===== config.mk =====
export PLATFORM = sky130hd
export DESIGN_NAME = timer_input_filter_flat
export DESIGN_NICKNAME = d
export VERILOG_FILES = /design/src/rtl/timer_input_filter_if.sv /design/src/rtl/timer_input_filter.sv /design/src/flat_wrapper.sv
export SDC_FILE = /design/constraint.sdc
export NUM_CORES = 1
export LEC_CHECK = 0
export CORE_UTILIZATION = 38
export CTS_CLUSTER_SIZE = 14
export DETAILED_ROUTE_END_ITERATION = 12
export PLACE_DENSITY = 0.86
export SYNTH_ARGS = -nofsm -noshare
export SYNTH_HDL_FRONTEND = slang
export SYNTH_SLANG_ARGS = --single-unit
export TNS_END_PERCENT = 1

===== constraint.sdc =====
create_clock -name HCLK -period 0.9 [get_ports HCLK]
set_input_delay 0.18 -clock HCLK [delete_from_list [all_inputs] [get_ports HCLK]]
set_output_delay 0.18 -clock HCLK [all_outputs]
set_load 0.01 [all_outputs]

===== src/rtl/timer_input_filter_if.sv =====
// Signal bundle between the timer core (master) and the input-capture filter (slave).
// Per-channel vectors are NUM_CHANNELS wide; filt_len is FILT_W wide.
interface timer_input_filter_if #(
  parameter int NUM_CHANNELS = 8,
  parameter int FILT_W       = 4
);
  logic [NUM_CHANNELS-1:0] r_data;
  logic [FILT_W-1:0]       filt_len;
  logic [NUM_CHANNELS-1:0] EDGEnA;
  logic [NUM_CHANNELS-1:0] EDGEnB;
  logic [NUM_CHANNELS-1:0] edge_ack;
  logic [NUM_CHANNELS-1:0] ovr_clr;
  logic [NUM_CHANNELS-1:0] signal_filt;
  logic [NUM_CHANNELS-1:0] edge_detected;
  logic [NUM_CHANNELS-1:0] edge_pend;
  logic [NUM_CHANNELS-1:0] edge_ovr;

  modport master (
    output r_data, filt_len, EDGEnA, EDGEnB, edge_ack, ovr_clr,
    input  signal_filt, edge_detected, edge_pend, edge_ovr
  );

  modport slave (
    input  r_data, filt_len, EDGEnA, EDGEnB, edge_ack, ovr_clr,
    output signal_filt, edge_detected, edge_pend, edge_ovr
  );
endinterface


===== src/rtl/timer_input_filter.sv =====
// Input-capture front end: 2-flop synchronizer, glitch filter, edge detect, pending/overrun flags.
// Define TIMER_GLITCH_FILTER_EN to build the programmable glitch filter; otherwise sync2 passes straight through.
module timer_input_filter #(
  parameter int NUM_CHANNELS = 8,
  parameter int FILT_W       = 4
) (
  input  logic                 HCLK,
  input  logic                 RST,
  timer_input_filter_if.slave  bus
);

  logic [NUM_CHANNELS-1:0] sync1_q;
  logic [NUM_CHANNELS-1:0] sync2_q;
  logic [NUM_CHANNELS-1:0] filt_q;
  logic [NUM_CHANNELS-1:0] filt_d;
  logic [NUM_CHANNELS-1:0] det_q;
  logic [NUM_CHANNELS-1:0] det_d;
  logic [NUM_CHANNELS-1:0] pend_q;
  logic [NUM_CHANNELS-1:0] pend_d;
  logic [NUM_CHANNELS-1:0] ovr_q;
  logic [NUM_CHANNELS-1:0] ovr_d;
  logic [NUM_CHANNELS-1:0] accept;

  always_ff @(posedge HCLK) begin
    if (RST) begin
      sync1_q <= '0;
      sync2_q <= '0;
    end else begin
      sync1_q <= bus.r_data;
      sync2_q <= sync1_q;
    end
  end

`ifdef TIMER_GLITCH_FILTER_EN
  logic [FILT_W-1:0] cnt_q [NUM_CHANNELS];
  logic [FILT_W-1:0] cnt_d [NUM_CHANNELS];

  // >= rather than == so a filt_len lowered mid-count accepts at once instead of wrapping.
  always_comb begin
    for (int i = 0; i < NUM_CHANNELS; i++) begin
      cnt_d[i]  = '0;
      accept[i] = 1'b0;
      if (sync2_q[i] != filt_q[i]) begin
        if (cnt_q[i] >= bus.filt_len) begin
          accept[i] = 1'b1;
        end else begin
          cnt_d[i] = cnt_q[i] + 1'b1;
        end
      end
    end
  end

  always_ff @(posedge HCLK) begin
    if (RST) begin
      for (int i = 0; i < NUM_CHANNELS; i++) begin
        cnt_q[i] <= '0;
      end
    end else begin
      cnt_q <= cnt_d;
    end
  end
`else
  assign accept = sync2_q ^ filt_q;
`endif

  // Accept flips the filtered level; direction qualifies against {EDGEnB, EDGEnA}.
  always_comb begin
    filt_d = filt_q ^ accept;
    det_d  = (accept & sync2_q & bus.EDGEnA) | (accept & ~sync2_q & bus.EDGEnB);
    pend_d = det_q | (pend_q & ~bus.edge_ack);
    ovr_d  = (det_q & pend_q & ~bus.edge_ack) | (ovr_q & ~bus.ovr_clr);
  end

  always_ff @(posedge HCLK) begin
    if (RST) begin
      filt_q <= '0;
      det_q  <= '0;
      pend_q <= '0;
      ovr_q  <= '0;
    end else begin
      filt_q <= filt_d;
      det_q  <= det_d;
      pend_q <= pend_d;
      ovr_q  <= ovr_d;
    end
  end

  assign bus.signal_filt   = filt_q;
  assign bus.edge_detected = det_q;
  assign bus.edge_pend     = pend_q;
  assign bus.edge_ovr      = ovr_q;

endmodule

===== src/flat_wrapper.sv =====
// flat-port wrapper written by rule: the top's interface ports become plain ports
module timer_input_filter_flat 
#(
  parameter int NUM_CHANNELS = 8,
  parameter int FILT_W       = 4
)
  (HCLK, RST, bus_r_data, bus_filt_len, bus_EDGEnA, bus_EDGEnB, bus_edge_ack, bus_ovr_clr, bus_signal_filt, bus_edge_detected, bus_edge_pend, bus_edge_ovr);
  timer_input_filter_if #(.NUM_CHANNELS(NUM_CHANNELS), .FILT_W(FILT_W)) bus_i ();
  input  logic HCLK;
  input  logic RST;
  input wire logic [$bits(bus_i.r_data)-1:0] bus_r_data;
  input wire logic [$bits(bus_i.filt_len)-1:0] bus_filt_len;
  input wire logic [$bits(bus_i.EDGEnA)-1:0] bus_EDGEnA;
  input wire logic [$bits(bus_i.EDGEnB)-1:0] bus_EDGEnB;
  input wire logic [$bits(bus_i.edge_ack)-1:0] bus_edge_ack;
  input wire logic [$bits(bus_i.ovr_clr)-1:0] bus_ovr_clr;
  output wire logic [$bits(bus_i.signal_filt)-1:0] bus_signal_filt;
  output wire logic [$bits(bus_i.edge_detected)-1:0] bus_edge_detected;
  output wire logic [$bits(bus_i.edge_pend)-1:0] bus_edge_pend;
  output wire logic [$bits(bus_i.edge_ovr)-1:0] bus_edge_ovr;
  assign bus_i.r_data = bus_r_data;
  assign bus_i.filt_len = bus_filt_len;
  assign bus_i.EDGEnA = bus_EDGEnA;
  assign bus_i.EDGEnB = bus_EDGEnB;
  assign bus_i.edge_ack = bus_edge_ack;
  assign bus_i.ovr_clr = bus_ovr_clr;
  assign bus_signal_filt = bus_i.signal_filt;
  assign bus_edge_detected = bus_i.edge_detected;
  assign bus_edge_pend = bus_i.edge_pend;
  assign bus_edge_ovr = bus_i.edge_ovr;
  timer_input_filter #(.NUM_CHANNELS(NUM_CHANNELS), .FILT_W(FILT_W)) u_core (.HCLK(HCLK), .RST(RST), .bus(bus_i));
endmodule

==> results.md, run 1 <==
* Die X at 71.24 µm
* Cell variety after synth at 13
* Actual slew at the worst max-slew pin at 0.2492 ns
* Post-synthesis cell area at 0.001822 mm²
* Syn_area_per_cell at 10.47 µm²
* Int Power at 3.957 mW
* CP Capture Type: flip-flop
* Worst path arrival time at 1.15 ns
* Via/cell ratio at 4.535
* Clock power share at 0.215
* Clk root buf: clkbuf_8
* HPWL Detailed at 2.849 mm
* Cts bufs inserted at 5
* Syn Inst Count at 174
* Ys Warns at 0
* Row count at 24
* Worst-case clock buffer depth at 2
* Die area at 0.005075 mm²
* Syn nets at 236
* Layout cells sized above 1 at 0.4432
* Filler cells at 363
* CTS tree: yes
* Fin crit share at 1.079
* Failing checks: design-rule violations, negative setup slack
* CTS Sinks at 48
* Max Cap Violations at 0
* Final-report setup violation count at 43
* HP Class: in -> reg
* Number of synthesized flops with an enable pin at 0
* Post-synthesis async set-or-reset flop share at 0
* Crit path max-delay family: flip-flops
* Worst path required time at 1.08 ns
* Final WL at 3.840 mm
* IO Port Bufs at 73
* Initial antenna violation count at 0
* Sequential power share at 0.482
* Comb pwr share at 0.303
* Worst setup margin at -0.07092 ns
* GRT Util Overall at 0.1532
* DR iter-0 viols at 59
* Status: complete, but fails checks
* Max-slew violations at 0
* Hold_ws at 0.2717 ns
* Worst-skew pair later-pin latency at 0.29 ns
* WP buf/inv at 1
* Nets at 325
* ANT cells at 0
* M1 wire length at 1.507 mm
* Vias in the first global route at 1,343
* Critical Path Fanout Max at 4
* Sum of negative setup slack at -1.106 ns
* Largest net degree at the start of global routing at 19
* Top sig layer: met4
* Critical path class: reg -> reg
* Syn-to-layout area delta at 63.94%
* Gp weighted congestion at 0.7327
* Hold Vio Cnt, Final at 0
* Top-count cell post-synth: dfxtp_1
* Yosys reg bits at 48
* Commonest cells in the netlist: dfxtp_1, inv_1, ha_1, nor2_1, nor2b_1
* Sequential share of the synthesized area at 0.5275
* Clk_skew at 0.003834 ns
* Routed length on met3 at 280 µm
* Dominant cell type by area after synthesis: dfxtp_1
* Synth top area share at 0.5275
* CP peak stage delay at 0.37 ns
* Reported net switching power at 1.505 mW
* Ys flop type: dfxtp_1
* CP Launch Type: flip-flop
* Leak at 1.184 nW
* Clock-pin slew on the worst setup and hold paths at 0.08 ns
* Util after Layout at 0.6675
* DRC at 7
* Detailed Routing Iterations Pass 1 at 9
* Sw frac at 0.2756
* First-pass GRT wire length at 5.927 mm
* Slew HR at 0.8339
* Crit path cell chain: inv_2, ha_4, xor2_1, nor2_1
* Core area at 0.004474 mm²
* Slowest CP cell: dfxtp_4
* IO Count at 78
* DR vias at 1,433
* ANT nets after route at 0
* Avg WL per Cell at 12.15 µm
* Grt total ovfl at 0
* Routed wl met2 at 1.993 mm
* CTS H-tree lvls at 2
* Die Y at 71.24 µm
* Tmin final at 0.9709 ns
* Synth area leaders: dfxtp_1, ha_1, nor2b_1
* Initial core utilization at 0.4072
* Peak Freq at 1.030 GHz
* Pwr dens at 1829 mW/mm²
* RSZ-0062 raised after global routing: yes
* Peak supply drop at 1154 µV
-- area by class of cell --
cell class,instances,area [µm²],share of cell area
repair buffers,88,847.1,0.2836
clock buffers,7,76.32,0.02556
flip-flops and latches,48,1026,0.3435
clock inverters,1,3.754,0.001257
multi-input cells,96,878.3,0.2941
well taps,52,65.06,0.02178
inverters,24,90.09,0.03016
-- per-stage QoR --
step	setup slack, ns	instances	cell area, µm²	power [mW]
detailed placement	-0.2377	306	2780	4.218
floorplan	-0.03493	174	1952	3.395
global placement	-0.2339	306	2780	4.143
finish	-0.07092	316	2987	5.462
CTS	-0.07451	316	2920	5.452
global route	-0.1306	316	2987	5.832
-- cells in the final DEF, fill, tap and decap left out --
cell	count
buf_4	15
nand2b_1	8
buf_2	6
nor2_1	16
inv_1	16
buf_6	27
nor2b_1	16
dfxtp_1	12
a21oi_1	8
a22oi_2	8
o31ai_2	1
dfxtp_2	28
dfxtp_4	8
o31ai_1	7
clkdlybuf4s50_1	40
clkbuf_8	5
xor2_1	7
ha_2	1
inv_2	8
ha_1	6
ha_4	9
clkbuf_1	2
clkinv_1	1
xor2_2	1
or3b_1	8
-- sequential cells by signal, summed over array words and instances, names as in the netlist --
register and flops:
u_core.sync2_q 8, u_core.bus.signal_filt 8, u_core.bus.edge_detected 8, u_core.bus.edge_ovr 8, u_core.bus.edge_pend 8, u_core.sync1_q 8
-- kinds of logic after synthesis --
group	share of synthesized area
AOI/OAI and AO/OA	0.08792
adders and majority gates	0.1099
xor gates and xnor gates	0.03846
buffers and inverters	0.08242
DFF	0.5275
and+or+nand+nor	0.1539
-- timing repair --
| item | 4_1_cts | 5_1_grt |
|---|---|---|
| setup endpoints to repair | 48 | 49 |
| cloned | 0 | 0 |
| resized for setup | 182 | 15 |
| hold buffers | 0 | 0 |
| endpoints found under the hold margin | 0 | 0 |
| buffers inserted | 2 | 0 |
| pin swaps | 10 | 8 |
-- worst paths after layout --
path | startpoint | endpoint | slack [ns] | cells after the start
min | RST | u_core.bus.edge_ovr[4]$_SDFF_PP0_ | 0.27 | 2
max reg2reg | u_core.bus.signal_filt[0]$_SDFF_PP0_ | u_core.bus.signal_filt[0]$_SDFF_PP0_ | -0.07 | 4
max | u_core.bus.signal_filt[0]$_SDFF_PP0_ | u_core.bus.signal_filt[0]$_SDFF_PP0_ | -0.07 | 4
min reg2reg | u_core.sync1_q[1]$_SDFF_PP0_ | u_core.sync2_q[1]$_SDFF_PP0_ | 0.44 | 1
-- metal layers --
layer / vias up / GRT usage
li1: 731 / -
met1: 644 / 0.1612
met2: 52 / 0.2783
met3: 6 / 0.05485
met4: 0 / 0.06000
met5: - / 0
-- power groups by stage --
stage | logic, mW | registers [mW] | clock network [mW]
6_report | 1.66 | 2.63 | 1.17
5_1_grt | 1.82 | 2.67 | 1.34
4_1_cts | 1.59 | 2.64 | 1.22
3_5_place_dp | 1.56 | 2.66 | 0
3_3_place_gp | 1.49 | 2.65 | 0
2_1_floorplan | 0.644 | 2.75 | 0
-- worst reg2reg max path: cells and delay by family, from the launching register on --
kind,cells,cell delay (ns)
flops,1,0.37
xor+xnor,1,0.14
simple gates,1,0.06
fa+ha+maj,1,0.25
buf+inv,1,0.04
Note: power is estimated with default switching activity, not from simulation.
==> run 2, diff against run 1 <==
CORE_UTILIZATION = 35   (was 38)
PLACE_DENSITY = 0.81   (was 0.86)
TNS_END_PERCENT = 30   (was 1)
==> run 2 against run 1 <==
The run ends with negative setup slack left. Clock skew rose by 0.0029 ns. First-iteration DRC count fell by 61%. Critical path depth did not move. Combinational power rose by 8%. Cell count rose by 5.7%. Die area rose by 8.3%. Via count rose by 2.1%. Highest routed layer unchanged. Fmax rose by 0.15%. Critical endpoint is now u_core.bus.signal_filt[5]$_SDFF_PP0_.
==> results.md, run 2 (synthesized netlist as in run 1, its figures left out) <==
* Status: complete, but fails checks
* Failing checks: negative setup slack
* IO Port Bufs at 73 (unchanged)
* CTS H-tree lvls at 2 (unchanged)
* Dpl cells at 325 (+6.2%)
* Final-report setup violation count at 42 (-2.3%)
* IO Count at 78 (unchanged)
* Overall Power at 5.619 mW (+2.9%)
* Clk root buf: clkbuf_8
* DR iter-0 viols at 23 (-61%)
* Crit path cell chain: inv_2, ha_4, xor2_1, nor2_1
* DRC at 0 (-7)
* Util after Layout at 0.6362 (-0.03135)
* First-pass GRT wire length at 5.671 mm (-4.3%)
* CTS tree: yes
* CP peak stage delay at 0.38 ns (about the same)
* Cts bufs inserted at 5 (unchanged)
* RSZ-0062 raised after global routing: yes
* ANT nets after route at 0 (unchanged)
* ANT cells at 0 (unchanged)
* DR vias at 1,463 (+2.1%)
* HP Class: in -> reg
* Initial core utilization at 0.3733 (-0.03383)
* Max Cap Violations at 0 (unchanged)
* Die X at 74.15 µm (+4.1%)
* Final Non-Filler Cells at 334 (+5.7%)
* Layout cells sized above 1 at 0.4682 (+0.02498)
* Via/cell ratio at 4.380 (-3.4%)
* Worst path arrival time at 1.16 ns (about the same)
* Worst setup margin at -0.06947 ns (+0.001447 ns)
* Critical path class: reg -> reg
* Detailed Routing Iterations Pass 1 at 3 (-6)
* Avg WL per Cell at 12.02 µm (-1.1%)
* Core area at 0.004880 mm² (+9.1%)
* Worst-skew pair later-pin latency at 0.29 ns (about the same)
* Initial antenna violation count at 0 (unchanged)
* Final WL at 4.014 mm (+4.5%)
* Die Y at 74.15 µm (+4.1%)
* WP buf/inv at 1 (unchanged)
* Leak at 1.222 nW (+3.2%)
* CTS Sinks at 48 (unchanged)
* Gp weighted congestion at 0.6854 (-6.5%)
* Peak supply drop at 1324 µV (+15%)
* Crit path max-delay family: flip-flops
* Die area at 0.005497 mm² (+8.3%)
* Tmin final at 0.9695 ns (-0.001447 ns)
* Peak Freq at 1.031 GHz (+0.15%)
* Largest net degree at the start of global routing at 15 (-4)
* Commonest non-fill, non-tap cells in the layout: clkdlybuf4s50_1, buf_6, dfxtp_2
* Max-slew violations at 0 (unchanged)
* Syn-to-layout area delta at 70.40%
* Clock-pin slew on the worst setup and hold paths at 0.08 ns (about the same)
* Nets at 329 (+1.2%)
* Worst-case clock buffer depth at 2 (unchanged)
* CP Launch Type: flip-flop
* HPWL Detailed at 2.791 mm (-2.0%)
* Commonest non-fill, non-tap cell in the layout: clkdlybuf4s50_1
* CP Capture Type: flip-flop
* Worst path required time at 1.09 ns (about the same)
* Clk_skew at 0.006731 ns (+0.002897 ns)
* Pwr dens at 1810 mW/mm² (-1.0%)
* Row count at 25 (+4.2%)
* Hold Vio Cnt, Final at 0 (unchanged)
* Critical Path Fanout Max at 4 (unchanged)
* Slowest CP cell: dfxtp_4
* GRT Util Overall at 0.1375 (-0.01575)
* Slew HR at 0.8283 (-0.005625)
* Actual slew at the worst max-slew pin at 0.2576 ns (+0.008437 ns)
* Fin crit share at 1.077 (-0.001607)
* Vias in the first global route at 1,372 (+2.2%)
* Grt total ovfl at 0 (unchanged)
## run 2: changes by cell type in the layout (fill, tap and decap cells not counted), moves of 2 or more
cell	delta
buf_6	+6
buf_2	-4
dfxtp_1	-3
a22oi_1	+2
a22oi_2	-2
buf_12	+2
dfxtp_2	+3
## run 2: worst paths after layout
path / from / endpoint / slack, ns / cells after the start
worst max-delay path: u_core.bus.signal_filt[5]$_SDFF_PP0_ / u_core.bus.signal_filt[5]$_SDFF_PP0_ / -0.07 / 4
worst min-delay path: RST / u_core.bus.edge_ovr[3]$_SDFF_PP0_ / 0.28 / 2
worst max register to register: u_core.bus.signal_filt[5]$_SDFF_PP0_ / u_core.bus.signal_filt[5]$_SDFF_PP0_ / -0.07 / 4
worst min register to register: u_core.sync1_q[6]$_SDFF_PP0_ / u_core.sync2_q[6]$_SDFF_PP0_ / 0.44 / 1
## run 2: layer usage
layer	vias up	routed length, µm	GRT usage
li1	740	-	-
met1	667	1538	0.1424
met2	50	2168	0.2586
met3	6	250	0.04201
met4	0	57	0.05128
met5	-	0	0
## run 2: power breakdown
part | internal [mW] | total (mW) | switching (mW)
clock network | 0.529 | 1.16 | 0.634
registers | 2.43 | 2.67 | 0.236
logic | 1.09 | 1.79 | 0.693
total | 4.06 | 5.62 | 1.56
## run 2: worst reg2reg max path, stage by stage, from the launching register on
cell     delay, ns
dfxtp_4       0.38
inv_2         0.05
ha_4          0.25
xor2_1        0.14
nor2_1        0.05
## run 2: what timing repair did
action / 4_1_cts / 5_1_grt
pin swaps: 7 / 12
gates cloned: 0 / 0
hold buffers: 0 / 0
setup buffers: 2 / 0
setup endpoints to repair: 48 / 49
resized for setup: 186 / 20
## run 2: cell type report
class	instances	area, µm²
clock inverter	1	5.005
tap	67	83.83
timing repair buffer	92	934.6
inverter	24	90.09
multi-input combinational	96	888.4
sequential	48	1030
clock buffer	6	72.57
fill	407	1775
## run 2: per-stage QoR
stage / hold WS, ns / setup slack, ns / area, µm² / TNS (ns)
floorplan: 0.3082 / -0.03493 / 1952 / -0.2455
global route: 0.2806 / -0.1259 / 3104 / -2.660
CTS: 0.2628 / -0.07560 / 3009 / -1.637
global placement: 0.4185 / -0.2040 / 2854 / -6.919
finish: 0.2759 / -0.06947 / 3104 / -1.179
detailed placement: 0.4231 / -0.2473 / 2854 / -7.646
==> run 3, diff against run 2 <==
CTS_BUF_LIST = sky130_fd_sc_hd__clkbuf_16   (was default)
PLACE_DENSITY = 0.78   (was 0.81)
clock period = 1.2 ns   (was 0.9 ns; I/O delays follow)
==> run 3 against run 2 <==
Non-clock buffer count fell by 7. The flow now finishes without violations. Worst hold slack improved by 0.065 ns. Total power fell by 22%. Sequential power fell by 30%. Sequential share of layout area rose by 1.3 points. Die area did not move. Wire length fell by 15%. Clock skew fell by 0.0035 ns. Worst setup slack improved by 0.11 ns. Global-route usage fell by 0.37 points. Cell area fell by 9.8%.
==> results.md, run 3 (synthesized netlist as in run 1, its figures left out) <==
* Status: finished, final reports clean
* Tmin final at 1.156 ns
* Sum of negative setup slack at 0 ns (+1.179 ns)
* CP Launch Type: flip-flop
* CP Capture Type: output port
* Hold Vio Cnt, Final at 0 (unchanged)
* Pre-CTS WS at -0.008916 ns (+0.2384 ns)
* Peak Freq at 0.8653 GHz
* ANT nets after route at 0 (unchanged)
* DR vias at 1,395 (-4.6%)
* Fin crit share at 0.9630
* Final-report setup violation count at 0 (-100%)
* Peak supply drop at 838.8 µV (-37%)
* HP Class: in -> reg
* Gp weighted congestion at 0.6994 (+2.0%)
* Cts bufs inserted at 5 (unchanged)
* IO Count at 78 (unchanged)
* CTS Hold Bufs at 0 (unchanged)
* Overall Power at 4.356 mW (-22%)
* Clock-pin slew on the worst setup and hold paths at 0.06 ns (-0.02 ns)
* Largest net degree at the start of global routing at 21 (+6)
* Dpl cells at 320 (-1.5%)
* WP buf/inv at 1 (unchanged)
* CTS H-tree lvls at 2 (unchanged)
* Initial core utilization at 0.3733 (unchanged)
* CP peak stage delay at 0.35 ns (-0.03 ns)
* Pwr dens at 1555 mW/mm² (-14%)
* CTS Sinks at 48 (unchanged)
* Critical path depth at 1 (-3)
* Vias in the first global route at 1,345 (-2.0%)
* Worst-skew pair later-pin latency at 0.27 ns (-0.02 ns)
* Initial antenna violation count at 0 (unchanged)
* Slowest CP cell: dfxtp_1
* Critical Path Fanout Max at 3 (-1)
* Avg WL per Cell at 10.44 µm (-13%)
* Leak at 1.255 nW (+2.7%)
* RSZ-0062 raised after global routing: no
* DR iter-0 viols at 32 (+39%)
* IO Port Bufs at 73 (unchanged)
* Worst path arrival time at 0.92 ns (-0.24 ns)
* Row count at 25 (unchanged)
* Worst setup margin at 0.04437 ns (+0.1138 ns)
* First-pass GRT wire length at 5.637 mm (-0.60%)
* Clk root buf: clkbuf_16
* CTS tree: yes
* Worst path required time at 0.96 ns (-0.13 ns)
* GRT Util Overall at 0.1338 (-0.003667)
* Commonest non-fill, non-tap cell in the layout: dfxtp_1
* Fin area at 0.002801 mm² (-9.8%)
* Final WL at 3.424 mm (-15%)
* Max Cap Violations at 0 (unchanged)
* Nets at 322 (-2.1%)
* HPWL Detailed at 2.651 mm (-5.0%)
* Slew HR at 0.7744 (-0.05391)
* Core area at 0.004880 mm² (unchanged)
* Post-DP Area at 0.002674 mm² (-6.3%)
* Commonest non-fill, non-tap cells in the layout: dfxtp_1, clkdlybuf4s50_1, dlygate4sd2_1
* Grt total ovfl at 0 (unchanged)
* Detailed Routing Iterations Pass 1 at 4 (+1)
* Util after Layout at 0.5741 (-0.06205)
* DRC at 0 (unchanged)
* Die area at 0.005497 mm² (unchanged)
* Reg2reg path depth at 5 (+1)
* Worst-case clock buffer depth at 2 (unchanged)
* Layout cells sized above 1 at 0.08812 (-0.3800)
* Hold depth at 2 (unchanged)
* Clk_skew at 0.003209 ns (-0.003522 ns)
* ANT cells at 0 (unchanged)
* Actual slew at the worst max-slew pin at 0.3385 ns (+0.08087 ns)
* Die Y at 74.15 µm (unchanged)
* Final Non-Filler Cells at 328 (-1.8%)
* Syn-to-layout area delta at 53.78%
* Die X at 74.15 µm (unchanged)
* Max-slew violations at 0 (unchanged)
* Via/cell ratio at 4.253 (-2.9%)
* Crit path max-delay family: flip-flops
* Crit path cell chain: dlygate4sd2_1
* Critical path class: reg -> out
* Hold_ws at 0.3412 ns (+0.06536 ns)
* Postcts setup bufs at 0 (-2)
-- run 3: worst paths after layout --
path,to,from,slack [ns]
worst max register to register,u_core.bus.signal_filt[6]$_SDFF_PP0_,u_core.bus.signal_filt[6]$_SDFF_PP0_,0.10
worst max-delay path,bus_signal_filt[2],u_core.bus.signal_filt[2]$_SDFF_PP0_,0.04
worst min-delay path,u_core.bus.edge_detected[6]$_SDFF_PP0_,RST,0.34
worst min register to register,u_core.sync2_q[6]$_SDFF_PP0_,u_core.sync1_q[6]$_SDFF_PP0_,0.44
-- run 3: power breakdown --
part | total, mW | internal (mW) | switching (mW)
combinational | 0.991 | 0.563 | 0.429
clock | 1.50 | 0.970 | 0.528
sequential | 1.87 | 1.77 | 0.0942
-- run 3: cell type report --
type	instances	area [µm²]
clock buffers	5	125.1
repair buffers	85	788.3
well taps	67	83.83
flip-flops and latches	48	964.7
multi-input cells	96	710.7
clock inverters	3	38.79
fillers	433	2078
inverters	24	90.09
-- run 3: repair_timing --
action,in CTS,in global routing
setup endpoints to repair,32,4
gates resized for setup,32,3
gates cloned,0,0
pin swaps,0,0
-- run 3: per-layer routing --
metal	vias up	share of wire	track usage
li1	726	-	-
met2	46	0.49	0.2556
met5	-	0	0
met4	0	0.011	0.04487
met1	619	0.42	0.1366
met3	4	0.083	0.04201
